--- config.mk ---
export PLATFORM = sky130hd
export DESIGN_NAME = serial_sub
export DESIGN_NICKNAME = d
export VERILOG_FILES = /design/src/rtl/serial_arith_pkg.sv /design/src/rtl/serial_sub_bit_cell.sv /design/src/rtl/serial_sub.sv
export SDC_FILE = /design/constraint.sdc
export NUM_CORES = 1
export LEC_CHECK = 0
export BUFFER_PORTS_ARGS = -buffer_cell sky130_fd_sc_hd__buf_2
export CAP_MARGIN = 20
export CORE_AREA = 5 5 60 62
export CTS_BUF_LIST = sky130_fd_sc_hd__clkbuf_2 sky130_fd_sc_hd__clkbuf_4 sky130_fd_sc_hd__clkbuf_8
export CTS_CLUSTER_SIZE = 16
export DETAILED_ROUTE_END_ITERATION = 8
export DIE_AREA = 0 0 65 67
export PLACE_DENSITY = 0.7
export SLEW_MARGIN = 20
export SYNTH_ARGS = -nofsm -noshare
export SYNTH_HDL_FRONTEND = slang
export SYNTH_SLANG_ARGS = --single-unit
--- constraint.sdc ---
create_clock -name clk -period 1.8 [get_ports clk]
set_clock_uncertainty 0.1 [all_clocks]
set_input_delay 0.54 -clock clk [delete_from_list [all_inputs] [get_ports clk]]
set_output_delay 0.54 -clock clk [all_outputs]
set_load 0.01 [all_outputs]
--- src/rtl/serial_arith_pkg.sv ---
// serial_arith_pkg: shared FSM state encoding and default operand width for serial arithmetic blocks.
package serial_arith_pkg;
  typedef enum logic [1:0] {IDLE = 2'd0, SHIFT = 2'd1, DONE = 2'd2} state_e;
  localparam int DEF_WIDTH = 8;
endpackage

--- src/rtl/serial_sub_bit_cell.sv ---
// sub_bit_cell: combinational full-subtractor bit cell, d = x - y - bi with borrow-out bo.
module sub_bit_cell (
  input  logic x,
  input  logic y,
  input  logic bi,
  output logic d,
  output logic bo
);
  assign d  = x ^ y ^ bi;
  assign bo = (~x & y) | (~(x ^ y) & bi);
endmodule

--- src/rtl/serial_sub.sv ---
// serial_sub: bit-serial WIDTH-bit subtractor (A - B - Bin, LSB first) with valid/ready on both sides.
// Optional signed-overflow output ovf is enabled by defining SERIAL_SUB_OVF_EN.
module serial_sub
  import serial_arith_pkg::*;
#(
  parameter int WIDTH = DEF_WIDTH
) (
  input  logic             clk,
  input  logic             rst_n,
  input  logic             in_valid,
  output logic             in_ready,
  input  logic [WIDTH-1:0] a,
  input  logic [WIDTH-1:0] b,
  input  logic             bin,
  output logic             out_valid,
  input  logic             out_ready,
  output logic [WIDTH-1:0] diff,
  output logic             bout
`ifdef SERIAL_SUB_OVF_EN
  ,
  output logic             ovf
`endif
);
  localparam int CW = $clog2(WIDTH) + 1;
  state_e           state_q, state_d;
  logic [WIDTH-1:0] a_q, a_d, b_q, b_d, res_q, res_d;
  logic [WIDTH:0]   res_sh;
  logic [CW-1:0]    cnt_q, cnt_d;
  logic             brw_q, brw_d, d, bo, accept, shift, last;
  sub_bit_cell u_cell (.x(a_q[0]), .y(b_q[0]), .bi(brw_q), .d(d), .bo(bo));
  assign in_ready  = state_q == IDLE;
  assign out_valid = state_q == DONE;
  assign accept    = in_valid & in_ready;
  assign shift     = state_q == SHIFT;
  assign last      = cnt_q == CW'(WIDTH - 1);
  assign res_sh    = {d, res_q} >> 1;
  // Gated so that an in-flight partial result never reaches the consumer.
  assign diff      = out_valid ? res_q : '0;
  assign bout      = out_valid & brw_q;
  always_comb begin
    a_d     = accept ? a : shift ? a_q >> 1 : a_q;
    b_d     = accept ? b : shift ? b_q >> 1 : b_q;
    brw_d   = accept ? bin : shift ? bo : brw_q;
    cnt_d   = accept ? '0 : shift ? cnt_q + CW'(1) : cnt_q;
    res_d   = shift ? res_sh[WIDTH-1:0] : res_q;
    state_d = accept ? SHIFT : (shift && last) ? DONE : (out_valid && out_ready) ? IDLE : state_q;
  end
  always_ff @(posedge clk or negedge rst_n) begin
    if (!rst_n) begin
      state_q <= IDLE;
      a_q     <= '0;
      b_q     <= '0;
      res_q   <= '0;
      cnt_q   <= '0;
      brw_q   <= 1'b0;
    end else begin
      state_q <= state_d;
      a_q     <= a_d;
      b_q     <= b_d;
      res_q   <= res_d;
      cnt_q   <= cnt_d;
      brw_q   <= brw_d;
    end
  end
`ifdef SERIAL_SUB_OVF_EN
  logic ovf_q;
  // On the final edge the cell sees the operand MSBs and produces the result MSB.
  always_ff @(posedge clk or negedge rst_n) begin
    if (!rst_n) ovf_q <= 1'b0;
    else if (accept) ovf_q <= 1'b0;
    else if (shift && last) ovf_q <= (a_q[0] ^ b_q[0]) & (a_q[0] ^ d);
  end
  assign ovf = out_valid & ovf_q;
`endif
endmodule

## Word level (Yosys, flattened, before mapping)

Index checks and enable logic that the tools add are counted.

| word-level totals | value |
|---|---|
| logic and storage cells | 36 |
| output and inout port bits | 11 |
| input port bits | 21 |
| register bits after elaboration | 31 |

| operators by class | value |
|---|---|
| reductions and logical operators | 5 |
| bitwise gates (word level) | 9 |
| $add $sub $neg | 1 |
| multiplexer cells | 12 |
| eq/ne operators | 3 |

Operators by type and width:

| cell | count |
|---|---|
| $mux 8 | 5 |
| $mux 4 | 2 |
| $mux 2 | 3 |
| $add 4x1->4 const B | 1 |
| $and 1x1->1 | 4 |
| $eq 4x3->1 const B | 1 |
| $reduce_bool 3->1 | 1 |
| $eq 2x1->1 const B | 1 |
| $eq 2x2->1 const B | 1 |
| $logic_and 1x1->1 | 2 |
| $logic_not 2->1 | 1 |
| $mux 1 | 2 |
| $not 1->1 | 2 |
| $reduce_bool 2->1 | 1 |
| $xor 1x1->1 | 2 |
| $or 1x1->1 | 1 |

## Longest topological paths before layout

| depth | value |
|---|---|
| depth in word-level cells | 6 |
| depth in mapped cells | 6 |
| gate-level depth less buffers | 4 |

## Modules after synthesis

A second synthesis with hierarchy kept.

| unflattened totals | value |
|---|---|
| cells, all modules | 155 |
| area, all modules | 1,445.1 um2 |

By module, submodules not included:

| module | instances | area each (um2) | sequential area each (um2) | cells each |
|---|---|---|---|---|
| serial_sub | 1 | 1,413.9 | 775.7 | 151 |
| sub_bit_cell | 1 | 31.3 | 0.0 | 4 |

## Worst setup path after synthesis

Ideal clock, no wire load.

| timing | value |
|---|---|
| path kind | reg-to-output |
| start point | register state_q[0] |
| end point | output diff[0] |
| cell stages (with the launch flop) | 4 |
| path buffers | 1 |
| slack | 119 ps |
| arrival | 1,041 ps |
| data required time | 1,160 ps |
| cell sequence | dfrtp_1 > buf_6 > nor2_1 > and2_1 |

| on the way | value |
|---|---|
| word-level cells in the longest chain between the ends | 2 |

Ends and longest elaborated chain:

| element | line | RTL |
|---|---|---|
| start: declaration | serial_sub.sv:25 | `state_e state_q, state_d;` |
| start signal: assignment | serial_sub.sv:57 | `state_q <= state_d;` |
| $eq 2x2->1 | serial_sub.sv:32 | `assign out_valid = state_q == DONE;` |
| via out_valid | serial_sub.sv:15 | `output logic out_valid,` |
| $mux 8 | serial_sub.sv:38 | `assign diff = out_valid ? res_q : '0;` |
| end: declaration | serial_sub.sv:17 | `output logic [WIDTH-1:0] diff,` |

The timed path passes the listed nets, and every way through them passes these cells.

## Worst setup path after layout

| timing | value |
|---|---|
| start point | register state_q[0] |
| end point | output diff[3] |

| on the way | value |
|---|---|
| word-level cells in the longest chain between the ends | 2 |

Ends and longest elaborated chain:

| element | line |
|---|---|
| $eq 2x2->1 | serial_sub.sv:32 |
| $mux 8 | serial_sub.sv:38 |

Every way passes these cells.

==> impl_metrics.json <==
{
  "grtUsageTotal_pct": 15.6,
  "path_clk_slew_ns": 0.10,
  "maxCapViolCount": 0,
  "ys_seq_area_share_pct": 53.5,
  "dieArea_um2": 4360,
  "drc": 0,
  "violations": "setup timing",
  "synth.distinct_cells": 26,
  "r2r_slack_ns": 0.06,
  "r2r_cells": 6,
  "yosys.area.top_type": "dfrtp_1",
  "yosys_warnings": 0,
  "first_pass_iters": 4,
  "path_max_fanout": 5,
  "fin_ws_ns": -0.0548,
  "finalHoldViolations": 0,
  "antenna_found_initial": 0,
  "fin_nets": 227,
  "synth.area.top_cells": "dfrtp_1, nand2_1, a31oi_1, nor2_1, and2_1",
  "p_switching_mw": 0.863,
  "die-height_um": 67,
  "drive_above_1_share_pct": 29.3,
  "p_int_mw": 1.57,
  "powerDensity_nw_per_um2": 1350,
  "rsz0062_at_grt": "true",
  "globalplace.congestion": 0.770,
  "ir_worst_vdd_mv": 0.724,
  "synth_edf_count": 0,
  "fin_crit_sh_pct": 103,
  "num_antenna_cells": 0,
  "swShare_pct": 35.5,
  "fp-row-count": 20,
  "place_inst": 226,
  "area_growth_pct": 23.9,
  "required_ns": 1.16,
  "tns_ns": -0.305,
  "r2r_end": "b_q[3]",
  "clkSinkCount": 31,
  "core_um2": 2980,
  "dp_hpwl_um": 2040,
  "grt_start_max_net_pins": 32,
  "yosysTopAreaCellShare_pct": 53.5,
  "final-setup-viol-count": 10,
  "clk_path_buf_depth": 2,
  "grt_pass1_vias": 1145,
  "p_comb_share_pct": 33.1,
  "wl_per_cell_um": 12.8,
  "pwr-share-clk_pct": 19.8,
  "layout_min_cycle_time_ns": 1.85,
  "fin_cells": 238,
  "tritoncts": "done",
  "avgViaCountPerCell": 5.20,
  "root_buffer": "clkbuf_4",
  "maxSlewViolCount": 0,
  "pin_count": 32,
  "leakagePower_nw": 0.935,
  "io_buffer_count": 31,
  "synth_seq_cells": 31,
  "cts.htree.levels": 2,
  "synth_cells": 164,
  "netlist_area_um2": 1450,
  "drtIter0Drc": 64,
  "start_util_pct": 48.7,
  "cts_hold_buf": 0,
  "crit_type": "reg2out",
  "synth_ff_type": "dfrtp_1",
  "synthTopCellsByCount": "nand2_1, dfrtp_1, nor2_1",
  "hold_path.class": "in2async",
  "synthArstFlopShare_pct": 100,
  "ant_nets": 0,
  "cts_buffers": 5,
  "rr_startpoint": "state_q[0]",
  "routed_wl_um": 3050,
  "fmax_mhz": 539,
  "worstMarginPinSlew_ns": 0.382,
  "seq_power_share_pct": 47.2,
  "synth_most_common_cell": "nand2_1",
  "grt_overflow": 0,
  "worstSetupStartpointType": "register",
  "synth_nets": 187,
  "endpoint_kind": "output pin",
  "outcome": "finished, violations left",
  "die_w_um": 65,
  "grt_pass1_wl_um": 5180,
  "timing.slew.headroom_pct": 74.4,
  "crit_arrival_ns": 1.21,
  "clk-insertion-delay-late_ns": 0.33,
  "avgSynthCellArea_um2": 8.83,
  "dr_total_vias": 1238
}
==> critical path, stage by stage (launching register included) <==
cell	delay, ns
dfrtp_2	0.47
nor2_4	0.16
and2_1	0.14
buf_2	0.12
==> power by group through the flow <==
| stage | registers [mW] | logic [mW] | clock network, mW |
|---|---|---|---|
| final | 1.15 | 0.804 | 0.481 |
| after global routing | 1.19 | 0.919 | 0.531 |
| after CTS | 1.15 | 0.773 | 0.495 |
| after detailed placement | 1.14 | 0.721 | 0 |
| after global placement | 1.13 | 0.689 | 0 |
| after floorplan | 1.10 | 0.526 | 0 |
==> placed cells by master, fill, tap and decap left out, types with 2 or more instances in the layout <==
master	n
nor2_4	2
clkbuf_4	6
dfrtp_1	30
and2_4	2
o21ai_0	3
buf_2	29
clkbuf_8	2
a31oi_1	12
nor2_1	13
a22oi_1	2
nand2_1	58
nand3_1	5
a21oi_1	4
and2_1	6
inv_1	2
buf_6	4
buf_4	10
==> worst max path at each step <==
stage | slack (ns) | cells after the start | end | startpoint
after CTS | -0.07 | 4 | diff[3] | state_q[1]
after floorplan | 0.12 | 3 | diff[0] | state_q[0]
after global routing | -0.15 | 3 | diff[5] | state_q[0]
after detailed placement | 0.07 | 4 | diff[3] | state_q[1]
final | -0.05 | 3 | diff[3] | state_q[0]
after global placement | 0.14 | 4 | diff[4] | state_q[1]
==> through the flow <==
| stage | hold slack [ns] | setup slack (ns) | area, um^2 | power (mW) | utilization, % |
|---|---|---|---|---|---|
| final | 0.108 | -0.0548 | 1800 | 2.43 | 60.3 |
| after global routing | 0.122 | -0.148 | 1800 | 2.64 | 60.3 |
| after CTS | 0.113 | -0.0720 | 1760 | 2.41 | 58.9 |
| after detailed placement | 0.355 | 0.0687 | 1630 | 1.86 | 54.9 |
| after global placement | 0.355 | 0.141 | 1630 | 1.82 | 54.9 |
| after floorplan | 0.144 | 0.119 | 1450 | 1.62 | - |
==> state kept, by name, indices dropped and copies added, names as in the netlist <==
register	count
a_q	8
b_q	8
brw_q	1
cnt_q	4
res_q	8
state_q	2
==> final cells by class <==
cell class                 count  area (um^2)
timing repair buffer          43          265
clock buffer                   8         72.6
fill                         276         1180
tap                           33         41.3
sequential                    31          777
inverter                       3         13.8
multi-input combinational    120          626
==> layer usage <==
layer / track usage, % / vias to the layer above / wire length, um / share of wire [%]
met5: 0 / - / 0 / 0
met4: 4.75 / 0 / 31 / 1.0
met3: 5.56 / 4 / 125 / 4.1
met2: 26.1 / 26 / 1490 / 49
met1: 18.8 / 593 / 1400 / 46
li1: - / 615 / - / -
==> kinds of logic after synthesis <==
group                    after synthesis  share of synthesized area, %
flip-flops                            31                          53.5
AO/OA/AOI/OAI                         24                          10.1
adder cells (fa/ha/maj)                2                          2.25
buffers and inverters                 14                          6.22
multiplexers                           1                         0.691
AND/OR/NAND/NOR                       92                          27.2
==> what timing repair did <==
action                                  4_1_cts  5_1_grt
resized for setup                             9        7
setup buffers                                 2        1
cloned                                        1        0
pin swaps                                     9        4
endpoints found under the hold margin         0        0
endpoints found under the setup margin       10       21
(Power assumes the default switching activity.)
